<file path="config.mk">
export PLATFORM = sky130hd
export DESIGN_NAME = tlc_phase_scheduler
export DESIGN_NICKNAME = d
export VERILOG_FILES = /design/src/rtl/tlc_phase_scheduler.sv
export SDC_FILE = /design/constraint.sdc
export NUM_CORES = 1
export LEC_CHECK = 0
export BUFFER_PORTS_ARGS = -buffer_cell sky130_fd_sc_hd__buf_2
export CORE_MARGIN = 1.5
export CORE_UTILIZATION = 35
export CTS_BUF_LIST = sky130_fd_sc_hd__clkbuf_4 sky130_fd_sc_hd__clkbuf_8 sky130_fd_sc_hd__clkbuf_16
export DETAILED_ROUTE_END_ITERATION = 7
export PLACE_DENSITY = 0.49
export SYNTH_ARGS = -nofsm -noshare
export SYNTH_HDL_FRONTEND = slang
export SYNTH_SLANG_ARGS = --single-unit
</file>
<file path="constraint.sdc">
create_clock -name clock -period 2.4 [get_ports clock]
set_clock_uncertainty 0.05 [all_clocks]
set_input_delay 0.24 -clock clock [delete_from_list [all_inputs] [get_ports clock]]
set_output_delay 0.24 -clock clock [all_outputs]
set_load 0.01 [all_outputs]
</file>
<file path="src/rtl/tlc_phase_scheduler.sv">
// Highway/country/pedestrian phase scheduler driven by one saturating elapsed-cycle counter.
// Lamp outputs are a Moore decode of the state register; ped_ack is registered on PW entry.
module tlc_phase_scheduler #(
   parameter int unsigned MIN_GREEN   = 8,
   parameter int unsigned Y2R_CYCLES  = 3,
   parameter int unsigned R2G_CYCLES  = 2,
   parameter int unsigned CG_MIN      = 4,
   parameter int unsigned CG_MAX      = 16,
   parameter int unsigned WALK_CYCLES = 6
) (
   input  logic       clock,
   input  logic       clear,
   input  logic       car_x,
   input  logic       ped_req,
   output logic [1:0] hwy,
   output logic [1:0] cntry,
   output logic       walk,
   output logic       ped_ack,
   output logic [2:0] phase
);

   typedef enum logic [2:0] {
      S_HG = 3'd0,
      S_HY = 3'd1,
      S_AR = 3'd2,
      S_CG = 3'd3,
      S_CY = 3'd4,
      S_PW = 3'd5
   } state_t;

   typedef enum logic [1:0] {
      T_HWY   = 2'd0,
      T_CNTRY = 2'd1,
      T_PED   = 2'd2
   } tgt_t;

   localparam logic [1:0] LAMP_RED = 2'd0;
   localparam logic [1:0] LAMP_YEL = 2'd1;
   localparam logic [1:0] LAMP_GRN = 2'd2;

   // Counter values on the last cycle of each timed interval.
   localparam logic [7:0] L_MG_LAST   = 8'(MIN_GREEN - 1);
   localparam logic [7:0] L_Y2R_LAST  = 8'(Y2R_CYCLES - 1);
   localparam logic [7:0] L_R2G_LAST  = 8'(R2G_CYCLES - 1);
   localparam logic [7:0] L_CGMN_LAST = 8'(CG_MIN - 1);
   localparam logic [7:0] L_CGMX_LAST = 8'(CG_MAX - 1);
   localparam logic [7:0] L_WALK_LAST = 8'(WALK_CYCLES - 1);

   state_t     r_state;
   state_t     w_state_nxt;
   tgt_t       r_tgt;
   tgt_t       w_tgt_nxt;
   logic [7:0] r_cnt;
   logic       r_ped_pend;
   logic       w_ped_pend_nxt;
   logic       r_ped_ack;
   logic       w_enter_pw;

   always_comb begin
      w_state_nxt = r_state;
      w_tgt_nxt   = r_tgt;
      case (r_state)
         S_HG: begin
            // Country wins over a pending pedestrian; a ped_req in this same cycle is not yet visible.
            if ((r_cnt >= L_MG_LAST) && (car_x || r_ped_pend)) begin
               w_state_nxt = S_HY;
               w_tgt_nxt   = car_x ? T_CNTRY : T_PED;
            end
         end
         S_HY: begin
            if (r_cnt == L_Y2R_LAST) w_state_nxt = S_AR;
         end
         S_AR: begin
            if (r_cnt == L_R2G_LAST) begin
               case (r_tgt)
                  T_CNTRY: w_state_nxt = S_CG;
                  T_PED:   w_state_nxt = S_PW;
                  default: w_state_nxt = S_HG;
               endcase
            end
         end
         S_CG: begin
            if ((r_cnt >= L_CGMN_LAST) && (!car_x || (r_cnt == L_CGMX_LAST)))
               w_state_nxt = S_CY;
         end
         S_CY: begin
            if (r_cnt == L_Y2R_LAST) begin
               w_state_nxt = S_AR;
               w_tgt_nxt   = r_ped_pend ? T_PED : T_HWY;
            end
         end
         S_PW: begin
            if (r_cnt == L_WALK_LAST) begin
               w_state_nxt = S_AR;
               w_tgt_nxt   = T_HWY;
            end
         end
         default: begin
            w_state_nxt = S_HG;
            w_tgt_nxt   = T_HWY;
         end
      endcase
   end

   assign w_enter_pw = (w_state_nxt == S_PW) && (r_state != S_PW);

   always_comb begin
      w_ped_pend_nxt = r_ped_pend;
      if (w_enter_pw)
         w_ped_pend_nxt = 1'b0;
      else if (ped_req && (r_state != S_PW))
         w_ped_pend_nxt = 1'b1;
   end

   always_ff @(posedge clock or negedge clear) begin
      if (!clear) begin
         r_state    <= S_HG;
         r_tgt      <= T_HWY;
         r_cnt      <= 8'd0;
         r_ped_pend <= 1'b0;
         r_ped_ack  <= 1'b0;
      end else begin
         r_state    <= w_state_nxt;
         r_tgt      <= w_tgt_nxt;
         r_ped_pend <= w_ped_pend_nxt;
         r_ped_ack  <= w_enter_pw;
         if (w_state_nxt != r_state)
            r_cnt <= 8'd0;
         else if (r_cnt != 8'hFF)
            r_cnt <= r_cnt + 8'd1;
      end
   end

   always_comb begin
      hwy   = LAMP_RED;
      cntry = LAMP_RED;
      walk  = 1'b0;
      case (r_state)
         S_HG:    hwy   = LAMP_GRN;
         S_HY:    hwy   = LAMP_YEL;
         S_CG:    cntry = LAMP_GRN;
         S_CY:    cntry = LAMP_YEL;
         S_PW:    walk  = 1'b1;
         default: ;
      endcase
   end

   assign ped_ack = r_ped_ack;
   assign phase   = r_state;

endmodule

</file>
==> results of run 1 <==
[cells by family after synthesis]
kind of cell,count (synthesis),synth area share [%]
AO/OA/AOI/OAI,27,19.48
XOR/XNOR,3,2.352
adder cells (fa/ha/maj),5,5.599
buffers and inverters,15,5.040
flip-flops,15,33.59
multiplexers,5,4.591
AND/OR/NAND/NOR,52,29.34
[power by group]
group / switching, uW / leakage (uW) / internal [uW]
clock network: 88.5 / 0.0000177 / 61.9
registers: 88.6 / 0.000196 / 317
logic: 365 / 0.000390 / 288
[worst reg2reg max path, stage by stage (launching register included)]
cell and delay (ns):
dfrtp_1 0.47, or4_4 0.60, o221ai_2 0.24, nor2_2 0.09
or3b_4 0.42, and3_1 0.18
[worst paths after layout]
check | startpoint | end | slack, ns | cells after the start
setup / recovery | r_cnt[4]$_DFFE_PN0P_ | ped_ack$_DFF_PN0_ | 0.26 | 5
hold / removal | ped_req | r_ped_pend$_DFFE_PN0P_ | 0.19 | 3
setup reg to reg | r_cnt[4]$_DFFE_PN0P_ | ped_ack$_DFF_PN0_ | 0.26 | 5
hold reg to reg | r_tgt[1]$_DFFE_PN0P_ | r_tgt[1]$_DFFE_PN0P_ | 0.51 | 1
max in group asynchronous | clear | r_cnt[3]$_DFFE_PN0P_ | 1.69 | 2
min in group asynchronous | clear | phase[0]$_DFF_PN0_ | 0.33 | 2
[flip-flops by register name, summed over array words and instances (netlist names)]
| name | cells |
|---|---|
| ped_ack | 1 |
| r_cnt | 8 |
| r_tgt | 2 |
| r_ped_pend | 1 |
| phase | 3 |
[per-stage QoR]
stage	std cells	hold slack (ns)	instance area, um^2	worst slack (ns)	utilization, %
after floorplan	122	-0.1056	1117	0.3864	-
after global placement	177	0.1227	1244	0.2809	40.74
after detailed placement	177	0.1306	1244	0.2761	40.74
after CTS	182	0.1848	1281	0.2574	41.97
after global routing	182	0.2068	1281	0.1325	41.97
final	182	0.1938	1281	0.2589	41.97
[layer usage]
layer | vias to the layer above | track usage, % | wire length [um]
li1 | 484 | - | -
met2 | 20 | 27.32 | 1189
met3 | 6 | 2.620 | 82
met1 | 455 | 22.82 | 1257
met4 | 0 | 8.889 | 62
met5 | - | 0 | 0
[Yosys cell counts (all sizes together) (2+ instances only)]
cell type and count:
nor2 9, and3b 2, a21oi 9, nand4 2
nand2 5, and2 2, mux2i 4, or3b 2
nor3 7, xnor2 2, nor3b 2, clkbuf 5
o221ai 2, ha 5, o21ai 5, inv 10
nor4 3, nor2b 2, nand3b 2, a31oi 2
nand3 4, nand2b 2, and3 2, or3 2
dfrtp 15
[layout make-up]
class / instances / area [um^2]
clock buffers: 3 / 22.52
clock inverters: 1 / 5.005
fillers: 324 / 1772
inverters: 10 / 37.54
multi-input cells: 92 / 685.7
flip-flops and latches: 15 / 375.4
well taps: 44 / 55.05
repair buffers: 17 / 100.1
[repair_timing]
action                                  4_1_cts  5_1_grt
endpoints found under the setup margin        0        0
hold buffers                                  1        0
gates resized for setup                       0        0
hold endpoints to repair                     15        0
==> out/metrics.csv, run 1 <==
metric,value,unit
root buffer cell,clkbuf_4,
Routed Antenna Nets,0,
outcome,completed,
vias in the first global route,950,
RSZ-0062 raised after global routing,false,
final WL,2591,um
Critical Path Sink Type,flip-flop,
Final Hold Viols,0,
Setup Viol. Count Final,0,
residual DRC count,0,
f_max,467.1,MHz
layout net count,148,
mapped cell area,1117,um^2
Die W,59.50,um
"Reg clk slew, reported paths",0.10,ns
worst vdd ir,0.0003198,V
Congestion Overflow GR,0,
startpoint class of the critical path,flip-flop,
Max stage delay on crit path,0.60,ns
H-tree Lvls,1,
async set-or-reset flop fraction in the synthesized netlist,100.0,%
global-route wire length before repair,4567,um
minimum clock period,2.141,ns
# rows,20,
"EDFF count, synth",0,
Synth Flop Type,dfrtp_1,
die area,3540,um^2
total chip power,1209,uW
Ys Warns,0,
Fin Setup TNS,0,ns
initial detailed-routing violation count,65,
max-slew violation count,0,
TritonCTS Buffers,3,
critical path type,flip-flop to flip-flop,
core region area,3053,um^2
flop and latch count out of synthesis,15,
antenna violations before repair,0,
routability congestion estimate,0.8244,
power per cell area,943.7,nW/um^2
worst-margin pin slew,0.4068,ns
"Cell Chain, Critical Path",or4_4 > o221ai_2 > nor2_2 > or3b_4 > and3_1,
CP Max Fanout,5,
layout cells sized above 1,24.64,%
Mapped Cells,122,
vias per inst,5.302,
GR Util All Layers,17.31,%
most frequent cells in the layout,"15 x dfrtp_1, 12 x buf_2, 10 x inv_1",
Crit path max-delay family,simple AND/OR/NAND/NOR gates,
Tcrit/Tclk final,89.21,%
worst hold path type,input pin to flip-flop,
Critical Path Slowest Stage Cell,or4_4,
via count,965,
count of different cell masters after synthesis,46,
Crit path required time,2.54,ns
clk_lat worst skew,0.29,ns
Clock Sinks,15,
initial core utilization,36.60,%
max cap viols,0,
Rel. slew slack,72.78,%
Pleak,0.0006035,uW
sequential area share after synthesis,33.59,%
cell accounting for the most synthesized area,dfrtp_1,
worst path bufs/invs,0,
hpwl dp,1951,um
# port buffers,12,
Synth area leaders,"dfrtp_1 34%, ha_1 5.6%, a21oi_1 4.0%, mux2i_1 3.6%, inv_1 3.4%",
Worst Path Arrival,2.28,ns
Clock Path Buffers,2,
die height,59.50,um
num ports,13,
maximum number of pins on one net before global-route repair,16,
share of the synthesized area in the top cell type,33.59,%
antenna diode count,0,
DRT Pass-1 Iters,4,
"most common cell after layout, fill and taps aside",dfrtp_1,
Post-CTS Setup Inserts,0,
"Net Count, Synth",131,
Mean Syn Cell Area,9.158,um^2
"Area growth, synth to finish",14.67,%
wire per inst,14.24,um
CTS tree,yes,
No activity file was read; power rests on OpenSTA's default activity.
==> run 2, diff against run 1 <==
--- a/config.mk
+++ b/config.mk
@@ -5,7 +5,7 @@
 export SDC_FILE = /design/constraint.sdc
 export NUM_CORES = 1
 export LEC_CHECK = 0
-export BUFFER_PORTS_ARGS = -buffer_cell sky130_fd_sc_hd__buf_2
+export BUFFER_PORTS_ARGS = -buffer_cell sky130_fd_sc_hd__buf_4
 export CORE_MARGIN = 1.5
 export CORE_UTILIZATION = 35
 export CTS_BUF_LIST = sky130_fd_sc_hd__clkbuf_4 sky130_fd_sc_hd__clkbuf_8 sky130_fd_sc_hd__clkbuf_16
==> out/metrics.csv, run 2 (synthesis results as in run 1) <==
metric,value,unit
antenna violations before repair,0,
worst hold path type,input pin to flip-flop,
die area,3540,um^2
initial core utilization,36.60,%
Routed Antenna Nets,0,
Crit path required time,2.53,ns
f_max,465.3,MHz
layout cells sized above 1,24.64,%
# rows,20,
Clock Path Buffers,2,
Pleak,0.0006082,uW
"Design Area, Final",1314,um^2
Congestion Overflow GR,0,
Max stage delay on crit path,0.60,ns
Critical Path Sink Type,flip-flop,
# port buffers,12,
Die W,59.50,um
max cap viols,0,
post-place setup slack,0.2775,ns
worst vdd ir,0.0003793,V
outcome,completed,
final WL,2673,um
max-slew violation count,0,
DRT Pass-1 Iters,4,
CP endpoint,ped_ack$_DFF_PN0_,
root buffer cell,clkbuf_4,
core region area,3053,um^2
global-route wire length before repair,4271,um
FF-to-FF Start,r_cnt[4]$_DFFE_PN0P_,
Final Hold Viols,0,
M2 GR Usage,26.69,%
wire per inst,14.69,um
most utilized layer in the global route result,met2,
met3 usage,3.275,%
H-tree Lvls,1,
initial detailed-routing violation count,44,
"Reg clk slew, reported paths",0.10,ns
Largest register FFs,8,
layout net count,148,
die height,59.50,um
antenna diode count,0,
power per cell area,950.8,nW/um^2
worst-margin pin slew,0.3974,ns
Crit. Startpoint,r_cnt[4]$_DFFE_PN0P_,
TritonCTS Buffers,3,
Tcrit/Tclk final,89.55,%
residual DRC count,0,
minimum clock period,2.149,ns
Worst Path Arrival,2.28,ns
num ports,13,
Rel. slew slack,73.41,%
vias in the first global route,898,
Fin Setup TNS,0,ns
most frequent cells in the layout,"16 x buf_4, 15 x dfrtp_1, 10 x inv_1",
maximum number of pins on one net before global-route repair,16,
GR Util All Layers,16.36,%
CP Max Fanout,5,
Reg-to-Reg End,ped_ack$_DFF_PN0_,
via count,972,
placed cell areas,1274,um^2
Biggest register,r_cnt,
"most common cell after layout, fill and taps aside",buf_4,
clk_lat worst skew,0.28,ns
CTS tree,yes,
cells on worst reg2reg path,5,
routability congestion estimate,0.7773,
"Cell Chain, Critical Path",or4_4 > o221ai_2 > nor2_2 > or3b_4 > and3_1,
RSZ-0062 raised after global routing,false,
R2R Setup Slk,0.25,ns
Setup Viol. Count Final,0,
Clock Sinks,15,
startpoint class of the critical path,flip-flop,
Critical Path Slowest Stage Cell,or4_4,
worst setup margin,0.2508,ns
critical path type,flip-flop to flip-flop,
"Area growth, synth to finish",17.58,%
met1 Resource Use GR,21.45,%
vias per inst,5.341,
hpwl dp,2020,um
-- run 2: changes by cell type in the layout (fill, tap and decap cells not counted), sizes merged --
cell	previous run	this run
clkinv	1	0
clkbuf	3	4
-- run 2: critical path, delay by kind of cell, from the launching register on --
family	cells	cell delay (ns)
AO/OA/AOI/OAI	1	0.23
flip-flops	1	0.47
AND/OR/NAND/NOR	4	1.29
-- run 2: how the worst min path moves through the flow --
stage           from                    to  slack [ns]  cells past startpoint
6_report       car_x  r_tgt[0]$_DFFE_PN0P_        0.19                      3
3_3_place_gp   clear    phase[0]$_DFF_PN0_        0.06                      1
3_5_place_dp   clear    phase[0]$_DFF_PN0_        0.06                      1
2_1_floorplan  clear     ped_ack$_DFF_PN0_       -0.11                      0
4_1_cts        car_x  r_tgt[0]$_DFFE_PN0P_        0.18                      3
5_1_grt        car_x  r_tgt[0]$_DFFE_PN0P_        0.19                      3
-- run 2: what timing repair did --
action	in CTS	in global routing
buffers inserted	0	0
gates resized for setup	0	0
hold buffers	1	0
endpoints found under the hold margin	15	0
-- run 2: final cells by class --
| class | instances | area, um^2 |
|---|---|---|
| multi-input cells | 92 | 685.7 |
| fillers | 341 | 1739 |
| well taps | 44 | 55.05 |
| repair buffers | 17 | 130.1 |
| inverters | 10 | 37.54 |
| flip-flops and latches | 15 | 375.4 |
| clock buffers | 4 | 30.03 |
-- run 2: where the power goes --
| part | total, uW | internal (uW) | switching (uW) |
|---|---|---|---|
| Clock | 161 | 75.8 | 85.6 |
| Combinational | 682 | 313 | 369 |
| Sequential | 406 | 317 | 89.1 |
| Total | 1250 | 705 | 544 |
-- run 2: through the flow --
stage                     utilization, %  cells  total power (uW)  hold WS (ns)
final                              43.03    182              1249        0.1902
after CTS                          43.03    182              1270        0.1786
after global placement             41.72    177              1089       0.06008
after floorplan                        -    122             875.2       -0.1056
after global routing               43.03    182              1361        0.1916
after detailed placement           41.72    177              1094       0.06366
-- run 2: routing by layer --
metal  wire length, um  up-vias
li1                  -      482
met1              1345      474
met2              1240       14
met3                67        2
met4                20        0
met5                 0        -
